### config.mk
export PLATFORM = sky130hd
export DESIGN_NAME = acq_sequencer
export DESIGN_NICKNAME = d
export VERILOG_FILES = /design/src/rtl/acq_sequencer.sv
export SDC_FILE = /design/constraint.sdc
export NUM_CORES = 1
export LEC_CHECK = 0
export BUFFER_PORTS_ARGS = -buffer_cell sky130_fd_sc_hd__buf_2
export CAP_MARGIN = 10
export CORE_MARGIN = 10
export CORE_UTILIZATION = 53
export CTS_CLUSTER_DIAMETER = 40
export DETAILED_ROUTE_END_ITERATION = 10
export GPL_ROUTABILITY_DRIVEN = 0
export GPL_TIMING_DRIVEN = 0
export MAX_ROUTING_LAYER = met4
export PLACE_DENSITY = 0.82
export SETUP_SLACK_MARGIN = 0.2
export SLEW_MARGIN = 20
export SYNTH_ARGS = -nofsm -noshare
export SYNTH_HDL_FRONTEND = slang
export SYNTH_SLANG_ARGS = --single-unit
### constraint.sdc
create_clock -name clk -period 2.89 [get_ports clk]
set_clock_uncertainty 0.15 [all_clocks]
set_input_delay 0.4335 -clock clk [delete_from_list [all_inputs] [get_ports clk]]
set_output_delay 0.4335 -clock clk [all_outputs]
set_load 0.1 [all_outputs]
### src/rtl/acq_sequencer.sv
// acq_sequencer: paces the ADC sampler, stores each sample in the sample RAM, then replays the run to the serial transmitter.
// Define ACQ_TIMEOUT_EN to add a watchdog on the sampler/transmitter handshakes (sets err and aborts to DONE).
module acq_sequencer #(
  parameter int SAMPLE_PERIOD  = 500,
  parameter int TIMEOUT_CYCLES = 4096
) (
  input  logic        clk,
  input  logic        rst,
  input  logic        arm,
  input  logic [6:0]  sample_limit,
  output logic        adc_start,
  input  logic        adc_done,
  input  logic [11:0] adc_data,
  output logic        wr_en,
  output logic [6:0]  wr_addr,
  output logic [11:0] wr_data,
  output logic [6:0]  rd_addr,
  input  logic [11:0] rd_data,
  output logic        tx_start,
  output logic [11:0] tx_data,
  input  logic        tx_done,
  output logic        busy,
  output logic        done,
  output logic        err,
  output logic [6:0]  count
);

  // state | meaning
  // IDLE  | waiting for an arm edge after reset
  // PACE  | waiting for the pacing counter to reach the sample slot
  // CONV  | conversion in flight, waiting for adc_done
  // STORE | sample being written to RAM
  // FETCH | RAM read address presented
  // LOAD  | RAM read data captured into tx_data
  // SEND  | word handed to the transmitter, waiting for tx_done
  // DONE  | run finished (or aborted); waiting for the next arm edge
  typedef enum logic [2:0] {
    S_IDLE, S_PACE, S_CONV, S_STORE, S_FETCH, S_LOAD, S_SEND, S_DONE
  } state_t;

  localparam logic [15:0] PACE_LAST = 16'(SAMPLE_PERIOD - 1);

  state_t      state;
  logic        arm_q;
  logic [6:0]  limit;
  logic [15:0] pace_cnt;
  logic [6:0]  count_inc;
  logic        arm_edge;
  logic        pace_wrap;

  assign arm_edge  = arm && !arm_q;
  assign pace_wrap = (pace_cnt == PACE_LAST);
  assign count_inc = count + 7'd1;

`ifdef ACQ_TIMEOUT_EN
  localparam int WD_W = $clog2(TIMEOUT_CYCLES + 1);
  localparam logic [WD_W-1:0] WD_LAST = WD_W'(TIMEOUT_CYCLES - 1);

  logic [WD_W-1:0] wd_cnt;
  logic            err_q;
  logic            wd_expired;

  assign wd_expired = (wd_cnt == WD_LAST);
  assign err        = err_q;
`else
  logic unused_timeout;
  assign unused_timeout = ^TIMEOUT_CYCLES;
  assign err            = 1'b0;
`endif

  always_ff @(posedge clk) begin
    if (rst) begin
      state     <= S_IDLE;
      arm_q     <= 1'b0;
      limit     <= '0;
      pace_cnt  <= '0;
      count     <= '0;
      adc_start <= 1'b0;
      wr_en     <= 1'b0;
      wr_addr   <= '0;
      wr_data   <= '0;
      rd_addr   <= '0;
      tx_start  <= 1'b0;
      tx_data   <= '0;
      busy      <= 1'b0;
      done      <= 1'b0;
`ifdef ACQ_TIMEOUT_EN
      wd_cnt    <= '0;
      err_q     <= 1'b0;
`endif
    end else begin
      arm_q     <= arm;
      adc_start <= 1'b0;
      wr_en     <= 1'b0;
      tx_start  <= 1'b0;

      // Pacing is free-running across the whole capture phase so slots stay exactly SAMPLE_PERIOD apart.
      if (state == S_PACE || state == S_CONV || state == S_STORE)
        pace_cnt <= pace_wrap ? '0 : pace_cnt + 16'd1;
`ifdef ACQ_TIMEOUT_EN
      if (state == S_CONV || state == S_SEND)
        wd_cnt <= wd_cnt + WD_W'(1);
`endif

      case (state)
        S_IDLE, S_DONE: begin
          if (arm_edge) begin
            limit    <= sample_limit;
            count    <= '0;
            pace_cnt <= '0;
`ifdef ACQ_TIMEOUT_EN
            err_q    <= 1'b0;
`endif
            if (sample_limit == 7'd0) begin
              state <= S_DONE;
              busy  <= 1'b0;
              done  <= 1'b1;
            end else begin
              state <= S_PACE;
              busy  <= 1'b1;
              done  <= 1'b0;
            end
          end
        end
        S_PACE: begin
          if (pace_wrap) begin
            adc_start <= 1'b1;
            state     <= S_CONV;
`ifdef ACQ_TIMEOUT_EN
            wd_cnt    <= '0;
`endif
          end
        end
        S_CONV: begin
          // A done coinciding with our own start pulse belongs to no conversion of ours.
          if (adc_done && !adc_start) begin
            wr_en   <= 1'b1;
            wr_addr <= count;
            wr_data <= adc_data;
            state   <= S_STORE;
          end
`ifdef ACQ_TIMEOUT_EN
          else if (wd_expired) begin
            err_q <= 1'b1;
            state <= S_DONE;
            busy  <= 1'b0;
            done  <= 1'b1;
          end
`endif
        end
        S_STORE: begin
          if (count_inc == limit) begin
            count   <= '0;
            rd_addr <= '0;
            state   <= S_FETCH;
          end else begin
            count <= count_inc;
            state <= S_PACE;
          end
        end
        S_FETCH: state <= S_LOAD;
        S_LOAD: begin
          tx_data  <= rd_data;
          tx_start <= 1'b1;
          state    <= S_SEND;
`ifdef ACQ_TIMEOUT_EN
          wd_cnt   <= '0;
`endif
        end
        S_SEND: begin
          if (tx_done) begin
            count <= count_inc;
            if (count_inc == limit) begin
              state <= S_DONE;
              busy  <= 1'b0;
              done  <= 1'b1;
            end else begin
              rd_addr <= count_inc;
              state   <= S_FETCH;
            end
          end
`ifdef ACQ_TIMEOUT_EN
          else if (wd_expired) begin
            err_q <= 1'b1;
            state <= S_DONE;
            busy  <= 1'b0;
            done  <= 1'b1;
          end
`endif
        end
        default: state <= S_IDLE;
      endcase
    end
  end

endmodule

==> summary by stage, run 1 <==
Run status
The flow ran to the end, and the final reports show no timing, DRC or antenna violations.

Routing
The via count normalized by instance count is 5.36. The residual antenna-violating net count after detailed routing is 0. The final routed wirelength across all metal layers is 8940 µm. Dividing the detail-routed wire length by the instance count gives 14.8 µm.

Detailed routing inserted a total of 3,237 vias. Before antenna repair, the detailed router went through 4 iterations. The post-detailed-route DRC marker count is 0.

The number of violations reported at the end of detailed-routing iteration 0 is 132.

Clock network
The H-tree level count is 3. The library cell used as clock root buffer is clkbuf_8. The hold buffer count at cts is 0.

In this run the deepest clock path goes through 2 buffers. The later-pin clock latency in the skew report is 0.35 ns. TritonCTS built the clock tree. After clock tree synthesis, the clock-pin slew on the worst setup and hold paths is 0.08 ns. TritonCTS created 9 clock buffers. The number of clock sinks is 77.

Power
Summed over all nets, the switching power comes to 0.871 mW. In this run the power density over the cells is 640 mW/mm². The total design power is 2.72 mW. Sequential cells account for 41.9% of the total power. The part of the total power dissipated in the clock network is 34.4%. The switching part of the total power is 32.0%. The worst IR drop on VDD is 0.383 mV. The leakage component of the power is 1.74 nW. The combinational share of power is 23.7%.

The internal portion of the total power is 1.85 mW.

Floorplan
In this run the standard cell core region covers 0.00635 mm². The total I/O pin count is 87. Once the floorplan was initialized, standard cells occupied 54.4% of the core. The die covers 0.0101 mm². The width of the die is 101 µm. The height of the die is 101 µm.

The standard-cell row count is 29.

Place
The count of buffers added on input and output ports is 85. The placement-stage cell area is 0.00401 mm². The wire-length estimate of the detail-placed layout is 6760 µm. The setup slack at placement is 0.280 ns.

Once placement completed, the tool counted placed cells totaling 587.

Yosys
The number of library cell types mapped by synthesis is 52. After synthesis the netlist holds a flip-flop and latch count of 77. Of all flip-flops after synthesis, the portion carrying an async set or reset was 0%.

The commonest cells after synthesis are nand2_1, dfxtp_1, nor2_1, a21oi_1, clkbuf_1. The number of synthesis warnings is 0. Summing every instance area after synthesis gives 0.00345 mm². The most common flop cell mapped by yosys is dfxtp_1. In this run, synthesis inferred 0 flip-flops with an integrated enable. dfxtp_1 takes more of the synthesized area than any other cell. The number of instances in the synthesized netlist is 425. The synthesized net count is 463. The portion of synthesized cell area occupied by the leading cell type is 44.6%. Yosys instantiated no cell more often than nand2_1. The average instance area after synthesis is 8.13 µm². The sequential fraction of the synthesis area is 44.6%.

By area the synthesized netlist is led by dfxtp_1, nand2_1, a21oi_1, nor2_1, xor2_1.

STA
The hold violation count in the final report is 0. The final critical-path required period is 2.64 ns. The number of max-slew violations in the final report is 0. The final clock period utilization by the worst path is 91.3%.

Derived from the worst setup path, the maximum achievable clock frequency is 379 MHz. The worst max-slew margin expressed relative to the limit is 25.9%. The setup violation total in the final timing report is 0.

Setup slack on the critical path of the routed design comes to 0.250 ns. Hold is met by 0.165 ns. Setup repair after global routing left no endpoint under its margin.

For the final routed database, the setup TNS stands at 0 ns. At the pin with the least slew margin, the transition time is 1.10 ns.

Setup path
The arrival time of data at the critical path endpoint is 2.75 ns. The worst setup path is captured at a flop. The critical path start-end classification is reg2reg.

The startpoint type of the worst setup path is a flop. The peak fanout along the critical path is 9. STA puts the critical path data required time at 3.00 ns.

Flow run
The tool flagged a number of max-cap violations equal to 0.

Finish
The fraction of final layout cells with drive strength greater than 1 is 23.7%. Cells fill 67.1% of the core in the end. The final standard cell count with taps included and fillers excluded is 604. The area growth from synthesis to final layout is 23.3%. The number of filler instances in the final layout is 544.

The number of nets in the layout is 560. The repair_antennas step left the layout with diodes totalling 0. The post-route cell area is 0.00426 mm².

Global routing
The wire length of the first global-routing pass is 14,300 µm. Entering global routing, the biggest net connects 14 pins. Global routing finished with a remaining overflow of 0. The global-route total usage across every layer is 17.3%. The initial antenna violation count is 0. The number of global-route vias before repair is 3,222.

Hold path
The class of the tightest hold or removal check is in2reg.
==> cell families (layout without fill, tap and decap cells) <==
kind of cell	Yosys count	in the layout	synth area share [%]
DFF	77	77	44.6
other	1	1	0.109
muxes	10	10	2.90
adders and majority gates	2	2	0.724
buffers and inverters	35	137	4.45
and+or+nand+nor	195	195	25.9
AOI/OAI and AO/OA	75	75	13.3
xor gates and xnor gates	30	30	8.00
==> routing by layer <==
metal | GRT usage (%) | vias up | part of all wire (%)
li1 | - | 1616 | -
met1 | 18.4 | 1508 | 41
met2 | 30.0 | 95 | 51
met3 | 3.84 | 18 | 6.6
met4 | 7.93 | 0 | 1.8
met5 | - | - | 0
==> power groups by stage <==
stage / clock, mW / sequential [mW] / combinational (mW)
6_report: 0.938 / 1.14 / 0.645
5_1_grt: 0.982 / 1.15 / 0.695
4_1_cts: 0.946 / 1.14 / 0.639
3_5_place_dp: 0 / 1.17 / 0.634
3_3_place_gp: 0 / 1.16 / 0.617
2_1_floorplan: 0 / 1.28 / 0.379
==> worst max-delay path, stage by stage (launching register included) <==
cell and delay [ns]:
dfxtp_4 0.35, buf_6 0.12, nand3_2 0.10, or2_1 0.24, buf_2 0.15, xnor2_1 0.16, or4_1 0.55, buf_4 0.19
o311a_1 0.35, a211oi_2 0.19
==> flip-flops by register name, summed over array words and instances (netlist names), 3 cells and up <==
register and cells:
wr_data 12, wr_addr 7, state 3, pace_cnt 16, count 7, rd_addr 7
limit 7, tx_data 12
==> layout make-up <==
class	count	area (µm²)	area share, %
well taps	77	96.3	2.26
repair buffers	86	433	10.2
plain buffers	28	133	3.11
multi-input cells	313	1770	41.6
flip-flops and latches	77	1570	36.8
clock inverters	5	81.3	1.91
inverters	7	26.3	0.617
clock buffers	11	151	3.56
==> worst paths after layout <==
check,to,slack [ns],cells past startpoint,from
hold / removal,tx_data[8],0.17,3,rd_data[8]
hold reg to reg,wr_addr[2],0.30,2,wr_addr[2]
setup / recovery,state[2],0.25,9,count[3]
setup reg to reg,state[2],0.25,9,count[3]
==> cell usage in the layout (no fill, tap or decap), types with 2 or more instances in the layout <==
cell / count
or4_1: 3
clkbuf_2: 3
bufinv_16: 2
o211ai_1: 2
a21o_1: 3
dfxtp_4: 6
nand2_1: 84
inv_1: 7
nor3_1: 11
o31ai_1: 6
buf_6: 2
nand2b_1: 12
and3_1: 3
a211oi_1: 2
nor4_1: 6
nor2_1: 44
dfxtp_1: 70
nor3b_1: 3
a21oi_1: 35
buf_4: 3
xnor2_1: 14
buf_2: 86
clkbuf_1: 18
nand3_1: 9
o21ai_0: 15
o21ba_2: 2
clkbuf_8: 11
nand4_1: 3
and2_1: 5
mux2i_1: 10
buf_1: 2
nor2b_1: 3
xor2_1: 15
==> what timing repair did <==
item                                   in CTS  in global routing
gates resized for setup                     0                  4
endpoints found under the hold margin       0                  0
setup endpoints to repair                   0                  8
buffers inserted                            0                  1
Note: power is estimated with default switching activity, not from simulation.
==> run 2: changes to the inputs <==
Settings changed: ABC_AREA set to 0, CORE_UTILIZATION 53 to 48, PLACE_DENSITY 0.82 to 0.78.
Clock period 2.89 ns to 2.35 ns, I/O delays scaled along.
==> run 2 against run 1 <==
The run now ends with negative setup slack left. Setup slack got worse by 0.36 ns. Clock power increased by 22%. Combinational power increased by 40%. Global-route usage about the same. Sequential share of layout area decreased by 3.5 points. Power increased by 27%. Cell area increased by 11%. Largest cell class unchanged.
==> summary by stage, run 2 (synthesized netlist as in run 1, its figures left out) <==
Hold path
The class of the tightest hold or removal check is in2reg (unchanged).

Finish
The number of diodes added for antenna fixing is 0 (unchanged). The most common library cell in the layout ignoring fill and taps is buf_2 (unchanged). The post-route cell area is 0.00471 mm² (was 0.00426 mm²). The fraction of final layout cells with drive strength greater than 1 is 32.1% (was 23.7%). The register with the highest flop count is pace_cnt (unchanged). Most frequent cells in the layout: buf_2, nand2_1, dfxtp_1, nor2_1, a21oi_1 (unchanged).

The area growth from synthesis to final layout is 36.3% (was 23.3%). The number of nets in the layout is 578 (was 560). The final core utilization was 68.2% (was 67.1%). The flip-flop count of the largest register after layout is 16 (unchanged). The number of filler instances in the final layout is 576 (was 544).

The final standard cell count with taps included and fillers excluded came to 641 (was 604). Largest registers: pace_cnt: 16 flops, tx_data: 12 flops, wr_data: 12 flops (unchanged).

STA
The sum of negative setup slack is -0.294 ns (was 0 ns). The worst hold-check slack was 0.0809 ns (was 0.165 ns). The hold violation count in the final report is 0 (unchanged). The final clock period utilization by the worst path is 104% (was 91.3%). The post-route worst setup slack came to -0.105 ns (was 0.250 ns).

The maximum operating frequency was 407 MHz (was 379 MHz). The slew at the pin with the worst max-slew slack is 1.05 ns (was 1.10 ns). The number of max-slew violations in the final report came to 0 (unchanged). The worst max-slew margin expressed relative to the limit is 29.1% (was 25.9%). The final critical-path required period is 2.46 ns (was 2.64 ns). Unrepaired setup endpoints after global routing: yes (was no). The setup violation total in the final timing report is 11 (was 0).

Clock network
The number of clock sinks came to 77 (unchanged). The clock-pin slew of the registers on the worst-case setup and hold paths is 0.08 ns (about the same). The clock tree buffer depth is 2 (unchanged). The later-pin clock latency in the skew report was 0.35 ns (about the same). The CTS tree is yes (unchanged). The library cell used as clock root buffer is clkbuf_8 (unchanged). The H-tree level count is 3 (unchanged). The TritonCTS buffer count is 9 (unchanged).

Power
The total design power was 3.45 mW (was 2.72 mW). The cell area power density was 732 mW/mm² (was 640 mW/mm²). The worst IR drop on VDD is 0.520 mV (was 0.383 mV). The leakage component of the power is 1.93 nW (was 1.74 nW).

Run status
Status: complete, but fails checks (was finished, final reports clean). The checks that failed: negative setup slack.

Routing
The residual antenna-violating net count after detailed routing is 0 (unchanged). The final routed wirelength across all metal layers is 9740 µm (was 8940 µm). The routed via count is 3,301 (was 3,237). The post-detailed-route DRC marker count is 0 (unchanged). The length of the first detailed-routing pass in iterations is 5 (was 4). The via count normalized by instance count came to 5.15 (was 5.36). The number of violations reported at the end of detailed-routing iteration 0 came to 138 (was 132). The wire length per cell after detailed routing is 15.2 µm (was 14.8 µm).

Floorplan
The placeable core region was 0.00691 mm² (was 0.00635 mm²). The width of the die came to 105 µm (was 101 µm). The total I/O pin count is 87 (unchanged). The height of the die is 105 µm (was 101 µm). The standard-cell row count was 30 (was 29). The die footprint came to 0.0110 mm² (was 0.0101 mm²). The initial cell density of the core is 50.0% (was 54.4%).

Place
The post-DP HPWL is 6770 µm (was 6760 µm). The setup slack at placement is -0.192 ns (was 0.280 ns). The placement-stage cell area came to 0.00408 mm² (was 0.00401 mm²).

The number of instances in the placed design is 606 (was 587). The count of input and output buffers was 85 (unchanged).

Flow run
The max-capacitance violation count is 0 (unchanged).

Setup path
The critical path start-end classification is reg2reg (unchanged). The peak fanout along the critical path is 8 (was 9). The arrival time of data at the critical path endpoint is 2.57 ns (was 2.75 ns). The startpoint type of the worst setup path is a flop (unchanged). The critical path required time is 2.47 ns (was 3.00 ns).

The capturing element type of the critical path is a flop (unchanged).

Global routing
The initial antenna violation count is 0 (unchanged). The wire length of the first global-routing pass is 15,700 µm (was 14,300 µm). The number of global-route vias before repair was 3,289 (was 3,222).

The pin count of the biggest net entering global routing is 14 (unchanged). The global-route total usage across every layer is 17.4% (was 17.3%). The remaining global-route overflow is 0 (unchanged).
==> run 2: cell types whose count changed in the layout (fill, tap and decap cells not counted), moves of 4 or more <==
| cell | before | now |
|---|---|---|
| o21ai_0 | 15 | 4 |
| clkbuf_1 | 18 | 14 |
| o21ai_4 | 0 | 8 |
| o31ai_1 | 6 | 2 |
| buf_4 | 3 | 16 |
==> run 2: worst max-delay path, stage by stage, from the launching register on <==
cell and delay [ns]:
dfxtp_4 0.36, buf_8 0.12, nand3_4 0.08, or2_1 0.25
buf_6 0.14, xnor2_4 0.12, or4_4 0.55, buf_8 0.16
o311a_1 0.30, a211oi_2 0.15
==> run 2: layout make-up <==
cell class,count,area (µm²),area share [%]
timing repair buffer,104,587,12.5
inverter,7,26.3,0.558
buffer,28,190,4.04
clock inverter,5,81.3,1.73
sequential,77,1570,33.2
multi-input combinational,313,1990,42.2
clock buffer,11,153,3.24
tap,96,120,2.55
==> run 2: worst paths after layout <==
kind	startpoint	endpoint	slack, ns	cells past startpoint
worst max-delay path	count[2]	state[2]	-0.11	9
worst min-delay path	arm	arm_q	0.08	2
worst max register to register	count[2]	state[2]	-0.11	9
worst min register to register	tx_data[2]	tx_data[2]	0.30	2
==> run 2: per-layer routing <==
| layer | vias to the layer above | GRT usage [%] | part of all wire, % |
|---|---|---|---|
| li1 | 1655 | - | - |
| met1 | 1542 | 18.9 | 42 |
| met2 | 85 | 30.0 | 52 |
| met3 | 19 | 4.67 | 4.7 |
| met4 | 0 | 5.49 | 1.9 |
| met5 | - | - | 0 |
==> run 2: timing repair <==
action | in CTS | in global routing
endpoints found under the setup margin | 39 | 37
resized for setup | 42 | 28
setup buffers | 9 | 9
cloned | 1 | 0
hold buffers | 0 | 0
pin swaps | 13 | 7
==> run 2: power breakdown <==
| part | leakage (nW) | switching, mW | total (mW) | internal, mW |
|---|---|---|---|---|
| Combinational | 1.19 | 0.573 | 0.900 | 0.327 |
| Clock | 0.115 | 0.481 | 1.14 | 0.663 |
| Sequential | 0.628 | 0.0440 | 1.40 | 1.36 |
==> run 3: changes to the inputs <==
Settings changed: CORE_UTILIZATION 48 to 53, PLACE_DENSITY 0.78 to 0.82, RECOVER_POWER set to 50, SLEW_MARGIN 20 to 5.
Clock period 2.35 ns to 2.5 ns, I/O delays scaled along.
==> run 3 against run 2 <==
The run now ends clean. Sequential power is 6% lower. Combinational power decreased by 3.6%. Global-route usage up 1.5 points. Cell count fell by 2.8%. Via count increased by 3.3%. Sequential share of layout area is 1.2 points higher. Fmax hardly changed. Clock power decreased by 9%. Critical path type unchanged.
==> summary by stage, run 3 (synthesized netlist as in run 1, its figures left out) <==
Place
The setup slack at placement is -0.0280 ns (was -0.192 ns). The number of instances in the placed design was 587 (was 606). The count of input and output buffers is 85 (unchanged).

The placement-stage cell area is 0.00405 mm² (was 0.00408 mm²). The post-DP HPWL came to 6660 µm (was 6770 µm).

Routing
The final routed wirelength across all metal layers is 10,000 µm (was 9740 µm). The number of violations reported at the end of detailed-routing iteration 0 was 209 (was 138). The via count normalized by instance count is 5.48 (was 5.15). The post-detailed-route DRC marker count is 0 (unchanged). The length of the first detailed-routing pass in iterations was 4 (was 5). The residual antenna-violating net count after detailed routing is 0 (unchanged). The wire length per cell after detailed routing is 16.1 µm (was 15.2 µm).

The routed via count is 3,411 (was 3,301).

Setup path
The critical path required time came to 2.60 ns (was 2.47 ns). The worst reg2reg path startpoint is count[0] (was count[2]). The critical path start-end classification is reg2reg (unchanged). The capturing element type of the critical path was a flop (unchanged). The end of the worst register-to-register path is count[5] (was state[2]). The arrival time of data at the critical path endpoint is 2.55 ns (was 2.57 ns). The peak fanout along the critical path is 7 (was 8). The startpoint type of the worst setup path is a flop (unchanged). The worst reg-to-reg setup slack is 0.05 ns (was -0.11 ns). The number of cells traversed by the worst register-to-register path is 10 (was 9).

Finish
The fraction of final layout cells with drive strength greater than 1 came to 22.7% (was 32.1%). The register with the highest flop count is pace_cnt (unchanged). The final core utilization came to 71.5% (was 68.2%).

The number of diodes added for antenna fixing was 0 (unchanged). The final standard cell count with taps included and fillers excluded is 623 (was 641). The post-route cell area is 0.00454 mm² (was 0.00471 mm²). Largest registers: pace_cnt: 16 flops, tx_data: 12 flops, wr_data: 12 flops (unchanged). The flip-flop count of the largest register after layout is 16 (unchanged). The area growth from synthesis to final layout was 31.5% (was 36.3%). The number of filler instances in the final layout is 497 (was 576). The number of nets in the layout is 579 (was 578).

The most common library cell in the layout ignoring fill and taps is nand2_1 (was buf_2). Most frequent cells in the layout: nand2_1, dfxtp_1, clkbuf_1, nor2_1, buf_2 (was buf_2, nand2_1, dfxtp_1, nor2_1, a21oi_1).

Clock network
The CTS tree is yes (unchanged). The hold buffer count at cts was 0 (unchanged). The number of clock sinks was 77 (unchanged). The later-pin clock latency in the skew report is 0.36 ns (was 0.35 ns).

The TritonCTS buffer count is 9 (unchanged). The clock-pin slew of the registers on the worst-case setup and hold paths is 0.09 ns (was 0.08 ns). The H-tree level count is 3 (unchanged). The library cell used as clock root buffer is clkbuf_8 (unchanged). The clock tree buffer depth is 2 (unchanged).

Floorplan
The standard-cell row count came to 29 (was 30). The height of the die is 101 µm (was 105 µm). The initial cell density of the core came to 54.4% (was 50.0%).

The total I/O pin count came to 87 (unchanged). The die footprint is 0.0101 mm² (was 0.0110 mm²). The width of the die is 101 µm (was 105 µm). The placeable core region came to 0.00635 mm² (was 0.00691 mm²).

Power
The switching part of the total power is 33.4% (was 31.8%). The cell area power density came to 712 mW/mm² (was 732 mW/mm²). The sequential power share is 41.0% (was 40.7%). The worst IR drop on VDD was 0.877 mV (was 0.520 mV). The part of the total power dissipated in the clock network is 32.2% (was 33.2%). The total design power is 3.23 mW (was 3.45 mW). The combinational share of power is 26.9% (was 26.1%). The internal power came to 2.15 mW (was 2.35 mW). The net switching power is 1.08 mW (was 1.10 mW). The leakage component of the power is 1.70 nW (was 1.93 nW).

STA
The post-route worst setup slack is 0.0464 ns (was -0.105 ns). The final critical-path required period was 2.45 ns (was 2.46 ns). The worst hold-check slack is 0.0992 ns (was 0.0809 ns). The number of max-slew violations in the final report is 0 (unchanged). The slew at the pin with the worst max-slew slack is 1.22 ns (was 1.05 ns).

The maximum operating frequency is 408 MHz (was 407 MHz). The worst max-slew margin expressed relative to the limit is 18.8% (was 29.1%). The final clock period utilization by the worst path is 98.1% (was 104%).

The hold violation count in the final report came to 0 (unchanged). The setup violation total in the final timing report was 0 (was 11). The sum of negative setup slack is 0 ns (was -0.294 ns). Unrepaired setup endpoints after global routing: yes (unchanged).

Hold path
The number of cells traversed by the worst hold path was 3 (was 2). The capture endpoint of the worst hold path is wr_data[10] (was arm_q). The class of the tightest hold or removal check is in2reg (unchanged).

The launch point of the worst hold path was adc_data[10] (was arm).

Global routing
The remaining global-route overflow is 0 (unchanged). The initial antenna violation count is 0 (unchanged). The pin count of the biggest net entering global routing is 15 (was 14). The number of global-route vias before repair is 3,310 (was 3,289). The global-route total usage across every layer is 18.9% (was 17.4%). The wire length of the first global-routing pass was 15,100 µm (was 15,700 µm).

Flow run
The max-capacitance violation count came to 0 (unchanged).

Run status
Status: finished, final reports clean (was complete, but fails checks).
run 3: area by class of cell:
cell class	instances	area, µm²	area share, %
clock buffers	9	124	2.73
repair buffers	105	532	11.7
plain buffers	28	164	3.61
flip-flops and latches	77	1570	34.5
multi-input cells	313	1940	42.6
clock inverters	7	97.6	2.15
well taps	77	96.3	2.12
inverters	7	26.3	0.579
run 3: how the worst max path moves through the flow:
stage | cells after the start | startpoint | end
2_1_floorplan | 9 | count[1] | state[2]
3_3_place_gp | 6 | sample_limit[3] | state[1]
3_5_place_dp | 8 | count[1] | rd_addr[3]
4_1_cts | 8 | count[0] | state[2]
5_1_grt | 10 | count[0] | count[6]
6_report | 10 | count[0] | count[5]
run 3: power by group through the flow:
| stage | logic (mW) | clock network [mW] | registers [mW] |
|---|---|---|---|
| CTS | 0.791 | 1.06 | 1.32 |
| global placement | 0.728 | 0 | 1.34 |
| detailed placement | 0.749 | 0 | 1.35 |
| finish | 0.868 | 1.04 | 1.32 |
| floorplan | 0.450 | 0 | 1.48 |
| global route | 0.929 | 1.11 | 1.33 |
run 3: metal layers:
layer	share of wire, %	track usage (%)	vias up
li1	-	-	1660
met1	39	18.6	1603
met2	52	32.5	107
met3	4.8	5.49	41
met4	4.1	10.8	0
met5	0	-	-
run 3: timing repair:
action                                 in CTS  in global routing
buffers inserted                           16                  4
gates resized for setup                    25                 31
setup endpoints to repair                  29                 38
endpoints found under the hold margin       0                  0
pin swaps                                  15                  8
run 3: worst max-delay path, cell delays in order, from the launching register on:
cell,delay [ns]
dfxtp_4,0.36
ha_4,0.28
xnor2_2,0.11
nand3_2,0.12
buf_6,0.13
buf_6,0.11
or4_4,0.50
o31ai_4,0.19
buf_6,0.17
o21bai_1,0.07
a21o_1,0.16
